<file path="config.mk">
export PLATFORM = sky130hd
export DESIGN_NAME = div_share_arbiter
export DESIGN_NICKNAME = d
export VERILOG_FILES = /design/src/rtl/div_share_arbiter.sv
export SDC_FILE = /design/constraint.sdc
export NUM_CORES = 1
export LEC_CHECK = 0
export ABC_AREA = 1
export ABC_CLOCK_PERIOD_IN_PS = 1500
export BUFFER_PORTS_ARGS = -buffer_cell sky130_fd_sc_hd__buf_2
export CELL_PAD_IN_SITES_DETAIL_PLACEMENT = 0
export CELL_PAD_IN_SITES_GLOBAL_PLACEMENT = 1
export CORE_MARGIN = 1
export CORE_UTILIZATION = 31
export DETAILED_ROUTE_END_ITERATION = 16
export HOLD_SLACK_MARGIN = 0.08
export PLACE_DENSITY = 0.81
export SLEW_MARGIN = 20
export SYNTH_ARGS = -nofsm -noshare
export SYNTH_HDL_FRONTEND = slang
export SYNTH_SLANG_ARGS = --single-unit
</file>
<file path="constraint.sdc">
create_clock -name clk -period 1.5 [get_ports clk]
set_input_delay 0.3 -clock clk [delete_from_list [all_inputs] [get_ports clk]]
set_output_delay 0.3 -clock clk [all_outputs]
set_load 0.05 [all_outputs]
</file>
<file path="src/rtl/div_share_arbiter.sv">
// div_share_arbiter: shares one integer divider between two requesters.
// Round-robin grant, registered operands, one-cycle div_go, and a one-hot
// response strobe per requester. A zero divisor is answered locally with
// rsp_err=1 and never reaches the divider.
// Optional feature: define DIV_ARB_TIMEOUT_EN to bound the WAIT state to
// TIMEOUT cycles; on expiry the divider is aborted and an error returned.
module div_share_arbiter #(
  parameter int WIDTH   = 4,
  parameter int TIMEOUT = 64
) (
  input  logic             clk,
  input  logic             rst,
  input  logic             req0,
  input  logic             req1,
  input  logic [WIDTH-1:0] x0,
  input  logic [WIDTH-1:0] y0,
  input  logic [WIDTH-1:0] x1,
  input  logic [WIDTH-1:0] y1,
  output logic [1:0]       rsp_valid,
  output logic [WIDTH-1:0] rsp_q,
  output logic [WIDTH-1:0] rsp_r,
  output logic             rsp_err,
  output logic             busy,
  output logic             div_go,
  output logic [WIDTH-1:0] div_x,
  output logic [WIDTH-1:0] div_y,
  input  logic             div_done,
  input  logic [WIDTH-1:0] div_q,
  input  logic [WIDTH-1:0] div_r,
  output logic             div_abort
);

  typedef enum logic [2:0] {
    S_IDLE  = 3'd0,
    S_GRANT = 3'd1,
    S_ISSUE = 3'd2,
    S_WAIT  = 3'd3,
    S_RESP  = 3'd4
  } state_t;

  state_t           state_q, state_d;
  logic             sel_q, sel_d;
  logic             last_gnt_q, last_gnt_d;
  logic [WIDTH-1:0] div_x_q, div_x_d;
  logic [WIDTH-1:0] div_y_q, div_y_d;
  logic [WIDTH-1:0] res_q_q, res_q_d;
  logic [WIDTH-1:0] res_r_q, res_r_d;
  logic             err_q, err_d;
  logic             win;

`ifdef DIV_ARB_TIMEOUT_EN
  localparam int CW = (TIMEOUT > 2) ? $clog2(TIMEOUT) : 1;
  logic [CW-1:0] cnt_q, cnt_d;
  logic          abort_q, abort_d;
`else
  logic [31:0] unused_timeout;
  assign unused_timeout = TIMEOUT;
`endif

  // State and datapath registers; last_gnt resets to 1 so req0 wins the first tie
  always_ff @(posedge clk) begin
    if (rst) begin
      state_q    <= S_IDLE;
      sel_q      <= 1'b0;
      last_gnt_q <= 1'b1;
      div_x_q    <= '0;
      div_y_q    <= '0;
      res_q_q    <= '0;
      res_r_q    <= '0;
      err_q      <= 1'b0;
`ifdef DIV_ARB_TIMEOUT_EN
      cnt_q      <= '0;
      abort_q    <= 1'b0;
`endif
    end else begin
      state_q    <= state_d;
      sel_q      <= sel_d;
      last_gnt_q <= last_gnt_d;
      div_x_q    <= div_x_d;
      div_y_q    <= div_y_d;
      res_q_q    <= res_q_d;
      res_r_q    <= res_r_d;
      err_q      <= err_d;
`ifdef DIV_ARB_TIMEOUT_EN
      cnt_q      <= cnt_d;
      abort_q    <= abort_d;
`endif
    end
  end

  // Next-state logic: arbitration in IDLE, capture on the edge leaving a state
  always_comb begin
    state_d    = state_q;
    sel_d      = sel_q;
    last_gnt_d = last_gnt_q;
    div_x_d    = div_x_q;
    div_y_d    = div_y_q;
    res_q_d    = res_q_q;
    res_r_d    = res_r_q;
    err_d      = err_q;
    // tie goes to the requester that was not granted last
    win        = (req0 && req1) ? ~last_gnt_q : req1;
`ifdef DIV_ARB_TIMEOUT_EN
    cnt_d      = cnt_q;
    abort_d    = 1'b0;
`endif
    case (state_q)
      S_IDLE: begin
        if (req0 || req1) begin
          sel_d      = win;
          last_gnt_d = win;
          div_x_d    = win ? x1 : x0;
          div_y_d    = win ? y1 : y0;
          state_d    = S_GRANT;
        end
      end
      S_GRANT: begin
        if (div_y_q == '0) begin
          // the divider would never signal done on a zero divisor
          res_q_d = '0;
          res_r_d = '0;
          err_d   = 1'b1;
          state_d = S_RESP;
        end else begin
          state_d = S_ISSUE;
        end
      end
      S_ISSUE: begin
`ifdef DIV_ARB_TIMEOUT_EN
        cnt_d   = '0;
`endif
        state_d = S_WAIT;
      end
      S_WAIT: begin
        if (div_done) begin
          res_q_d = div_q;
          res_r_d = div_r;
          err_d   = 1'b0;
          state_d = S_RESP;
        end
`ifdef DIV_ARB_TIMEOUT_EN
        else if (cnt_q == CW'(TIMEOUT - 1)) begin
          res_q_d = '0;
          res_r_d = '0;
          err_d   = 1'b1;
          abort_d = 1'b1;
          state_d = S_RESP;
        end else begin
          cnt_d = cnt_q + 1'b1;
        end
`endif
      end
      S_RESP:  state_d = S_IDLE;
      default: state_d = S_IDLE;
    endcase
  end

  // Moore outputs decoded from the registered state
  always_comb begin
    busy      = (state_q != S_IDLE);
    div_go    = (state_q == S_ISSUE);
    rsp_valid = 2'b00;
    rsp_q     = '0;
    rsp_r     = '0;
    rsp_err   = 1'b0;
    if (state_q == S_RESP) begin
      rsp_valid = sel_q ? 2'b10 : 2'b01;
      rsp_q     = res_q_q;
      rsp_r     = res_r_q;
      rsp_err   = err_q;
    end
  end

  assign div_x = div_x_q;
  assign div_y = div_y_q;
`ifdef DIV_ARB_TIMEOUT_EN
  assign div_abort = abort_q;
`else
  assign div_abort = 1'b0;
`endif

endmodule

</file>
# Yosys cells after proc, flatten, opt, wreduce, memory -nomap -nowiden

Index checks and enable logic that the tools add are counted.

Logic and storage cells: 45
Register bits after elaboration: 22
Input bits: 29
Output and inout bits: 22

Multiplexer cells: 20
Eq/ne operators: 7
Reductions and logical operators: 9
Bitwise operators: 1

Operators by type and width:

| cell                                                                  | number |
|---|---|
| 4-bit two-way mux                                                     | 7 |
| 4-bit one-hot mux with 2 select lines                                 | 2 |
| 3-bit one-hot mux with 4 select lines                                 | 1 |
| 3-bit two-way mux                                                     | 3 |
| 3-bit by 2-bit equality test with 1-bit output, second input constant | 2 |
| 2-bit inequality test, second input constant                          | 3 |
| 4-bit logical NOT                                                     | 1 |
| 1-bit two-way mux                                                     | 4 |
| 2-bit two-way mux                                                     | 2 |
| 2-bit AND reduction                                                   | 2 |
| 3-bit by 1-bit equality test with 1-bit output, second input constant | 1 |
| 3-bit equality test, second input constant                            | 1 |
| 3-bit logical NOT                                                     | 1 |
| 3-bit AND reduction                                                   | 1 |
| 3-bit nonzero test                                                    | 1 |
| 1-bit one-hot mux with 2 select lines                                 | 1 |
| 2-bit nonzero test                                                    | 1 |
| 1-bit logical AND                                                     | 1 |
| 1-bit logical OR                                                      | 1 |
| 1-bit inverter                                                        | 1 |

# Logic depth before layout (Yosys ltp)

Depth after elaboration: 3
Mapped depth: 7
Gate-level depth less buffers: 7

# Worst setup path before layout

No wires, ideal clock.

Path type: reg-to-output
From: register state_q[1]
To: output port div_go
Path buffers: 0
Setup slack: -0.368 ns
Data required time: 1.200 ns
Cell stages (with the launch flop): 3
Arrival: 1.568 ns
Path through: dfxtp_1 > inv_4 > nor3_1

Word-level cells in the longest chain between the ends: 1

RTL lines:

| item                                           | line | RTL |
|---|---|---|
| start: declaration                             | 41   | `state_t state_q, state_d;` |
| start signal: assignment                       | 76   | `state_q <= state_d;` |
| 3-bit by 2-bit equality test with 1-bit output | 161  | `div_go = (state_q == S_ISSUE);` |
| end: declaration                               | 24   | `output logic div_go,` |

Every way passes these cells.

# Worst setup path after layout

From: register state_q[1]
To: output port rsp_r[1]

Word-level cells in the longest chain between the ends: 2

RTL lines:

| item                | line | RTL |
|---|---|---|
| 3-bit equality test | 166  | `if (state_q == S_RESP) begin` |
| 4-bit two-way mux   | 166  |  |
| end: declaration    | 21   | `output logic [WIDTH-1:0] rsp_r,` |

Every way passes these cells.

==> out/metrics.cfg <==
[outcome]
status = complete, but fails checks
failed_checks = setup timing

[global_routing]
grtUsageTotal_pct = 14.9
grt_pass1_vias = 1129
grt_pass1_wl_mm = 4.83
grt_max_degree = 18
grt_overflow = 0
antenna_found_initial = 0

[synthesis]
ys_seq_elements = 22
ys_types = 23
ys_seq_area_share_pct = 37.8
syn_area_sq_um = 1160
synth_fp_nets = 198
yosys_warnings = 0
synth_area_per_cell_sq_um = 6.89
yosys-top-cells-area = dfxtp_1 38%, nor2_1 11%, nand2_1 8.4%, nand3_1 7.7%, a21oi_1 6.9%
netlist.area_leader.share_pct = 37.8
synthCells = 169
yosys.area.top_type = dfxtp_1

[sta]
post-route-period-util_pct = 100
fmax_mhz = 663
setup_viol = 6
grt_setup_unrepaired = yes
fin_ws_ns = -0.00721
report.final.slew_viol_count = 0
finalSetupTns_ns = -0.0189
hold_viol = 0
fin_worst_skew_ns = 0.00252
fin_crit_ns = 1.51
timing.hold.ws_ns = 0.258

[clock_network]
clk_latency_ns = 0.26
postCtsSetupBuffers = 0
cts_made_buffers = 3
path_clk_slew_ns = 0.08
cts_tree = yes
root_buffer = clkbuf_8
htree_levels = 1
clock_sinks = 22
clock_path_buffers = 2

[place]
place_ws_ns = 0.143
post_dp_cell_area_sq_um = 1460
portBuffers = 49
gp_congestion = 0.785
dp_hpwl_mm = 2.05

[layout]
layout.nets = 252
area_delta_synth_final_pct = 44.8
layout_commonest_cell = buf_2
antenna_cells = 0
fillers = 378
final_layout_size_suffix_gt1_share_pct = 40.5
final_cell_mix = 36 x buf_2, 26 x nand2_1, 25 x nor2_1
fin_area_sq_um = 1690

[detailed_routing]
ant_nets = 0
drc = 0
via_per_inst = 4.39
post_drt_wl_per_cell_um = 10.6
first_pass_iters = 4
drt_iter0_drc = 33
routed_wirelength_mm = 2.84
vias = 1177

[critical_path]
path_cells = inv_4, nand3_4, clkbuf_16, nor2_2, buf_6
path_delay_family = buffers and inverters
cp.arrival_ns = 1.21
slowest_stage = dfxtp_4
critPathLaunch = state_q[1]
critPathMaxStageDelay_ns = 0.37
critPathBufInv = 3
worstReg2RegStart = state_q[1]
critical_path_class = flop to primary output
cp_max_fo = 4
end_kind = primary output
worstSetupStartpointType = flop
critPathRequiredTime_ns = 1.20

[power]
p_per_area_nw_per_um2 = 1300
p_total_w = 0.00220
irDropWorstVdd_uv = 884
p_leak_nw = 0.802

[hold_path]
hold_path_startpoint = x1[3]
hold_path.class = input pin to flop

[run]
cap_violations = 0

[die]
core_area_sq_um = 3470
die_w_um = 63.3
rows = 21
die_y_um = 63.3
dieArea_sq_um = 4000
io_pins = 51
start_util_pct = 33.5

[metrics by stage]
step / utilization (%) / cells
2_1_floorplan: - / 169
3_5_place_dp: 42.2 / 263
6_report: 48.6 / 268
3_3_place_gp: 42.2 / 263
4_1_cts: 45.5 / 267
5_1_grt: 48.6 / 268
[registers in the layout, summed over array words and instances (netlist names)]
signal / cells
div_x: 4
div_y: 4
err_q: 1
last_gnt_q: 1
res_q_q: 4
res_r_q: 4
sel_q: 1
state_q: 3
[synth_stat cells]
cell	count
buf_2	1
dfxtp_1	22
nand3_4	1
clkbuf_4	1
nand2_1	26
nor2_1	34
a21boi_1	1
conb_1	1
inv_1	19
nand2_2	3
nor2_8	2
buf_8	1
clkbuf_1	1
nand3_1	18
nand2_4	3
nor3_1	1
a21oi_1	16
nor2_2	2
buf_4	1
inv_2	4
inv_4	1
a21oi_2	2
o21ai_1	8
[final timing paths]
kind	cells past startpoint	slack [ns]	end
worst max-delay path	5	-0.007	rsp_r[1]
worst min-delay path	3	0.26	div_x[3]
worst max register to register	7	0.19	div_x[0]
worst min register to register	2	0.47	err_q
[cell families (layout without fill, tap and decap cells)]
group,Yosys count,after routing,share of synthesized area (%)
and+or+nand+nor,90,90,38.1
buffers and inverters,29,82,11.3
AOI/OAI and AO/OA,27,27,12.5
DFF,22,22,37.8
other,1,1,0.322
[routing by layer]
layer	up-vias	share of wire, %	global-route usage (%)	wire, um
li1	636	-	-	-
met1	495	45	18.2	1280
met2	46	49	27.0	1390
met3	0	6.1	3.44	173
met4	0	0	1.70	0
met5	-	0	0	0
[power by group]
| group | switching [W] | internal, W | leakage [nW] |
|---|---|---|---|
| sequential | 0.0000711 | 0.000693 | 0.182 |
| combinational | 0.000686 | 0.000322 | 0.592 |
| clock | 0.000191 | 0.000234 | 0.0288 |
| total | 0.000948 | 0.00125 | 0.802 |
[layout make-up]
| class | count | area (sq um) | share of cell area [%] |
|---|---|---|---|
| Timing Repair Buffer | 54 | 385 | 22.9 |
| Multi-Input combinational cell | 118 | 643 | 38.2 |
| Clock buffer | 4 | 55.1 | 3.27 |
| Inverter | 24 | 97.6 | 5.79 |
| Tap cell | 46 | 57.6 | 3.41 |
| Sequential cell | 22 | 447 | 26.5 |
[worst register-to-register path: cells and delay by family, from the launching register on]
family	cells	cell delay, ns
simple gates	4	0.50
compound gates	1	0.13
buf+inv	2	0.21
flops	1	0.37
[what timing repair did]
action	CTS	global route
hold buffers	0	0
endpoints found under the setup margin	11	11
cloned	0	1
pin swaps	0	1
resized for setup	20	26
Power figures use the tool's default switching activity.
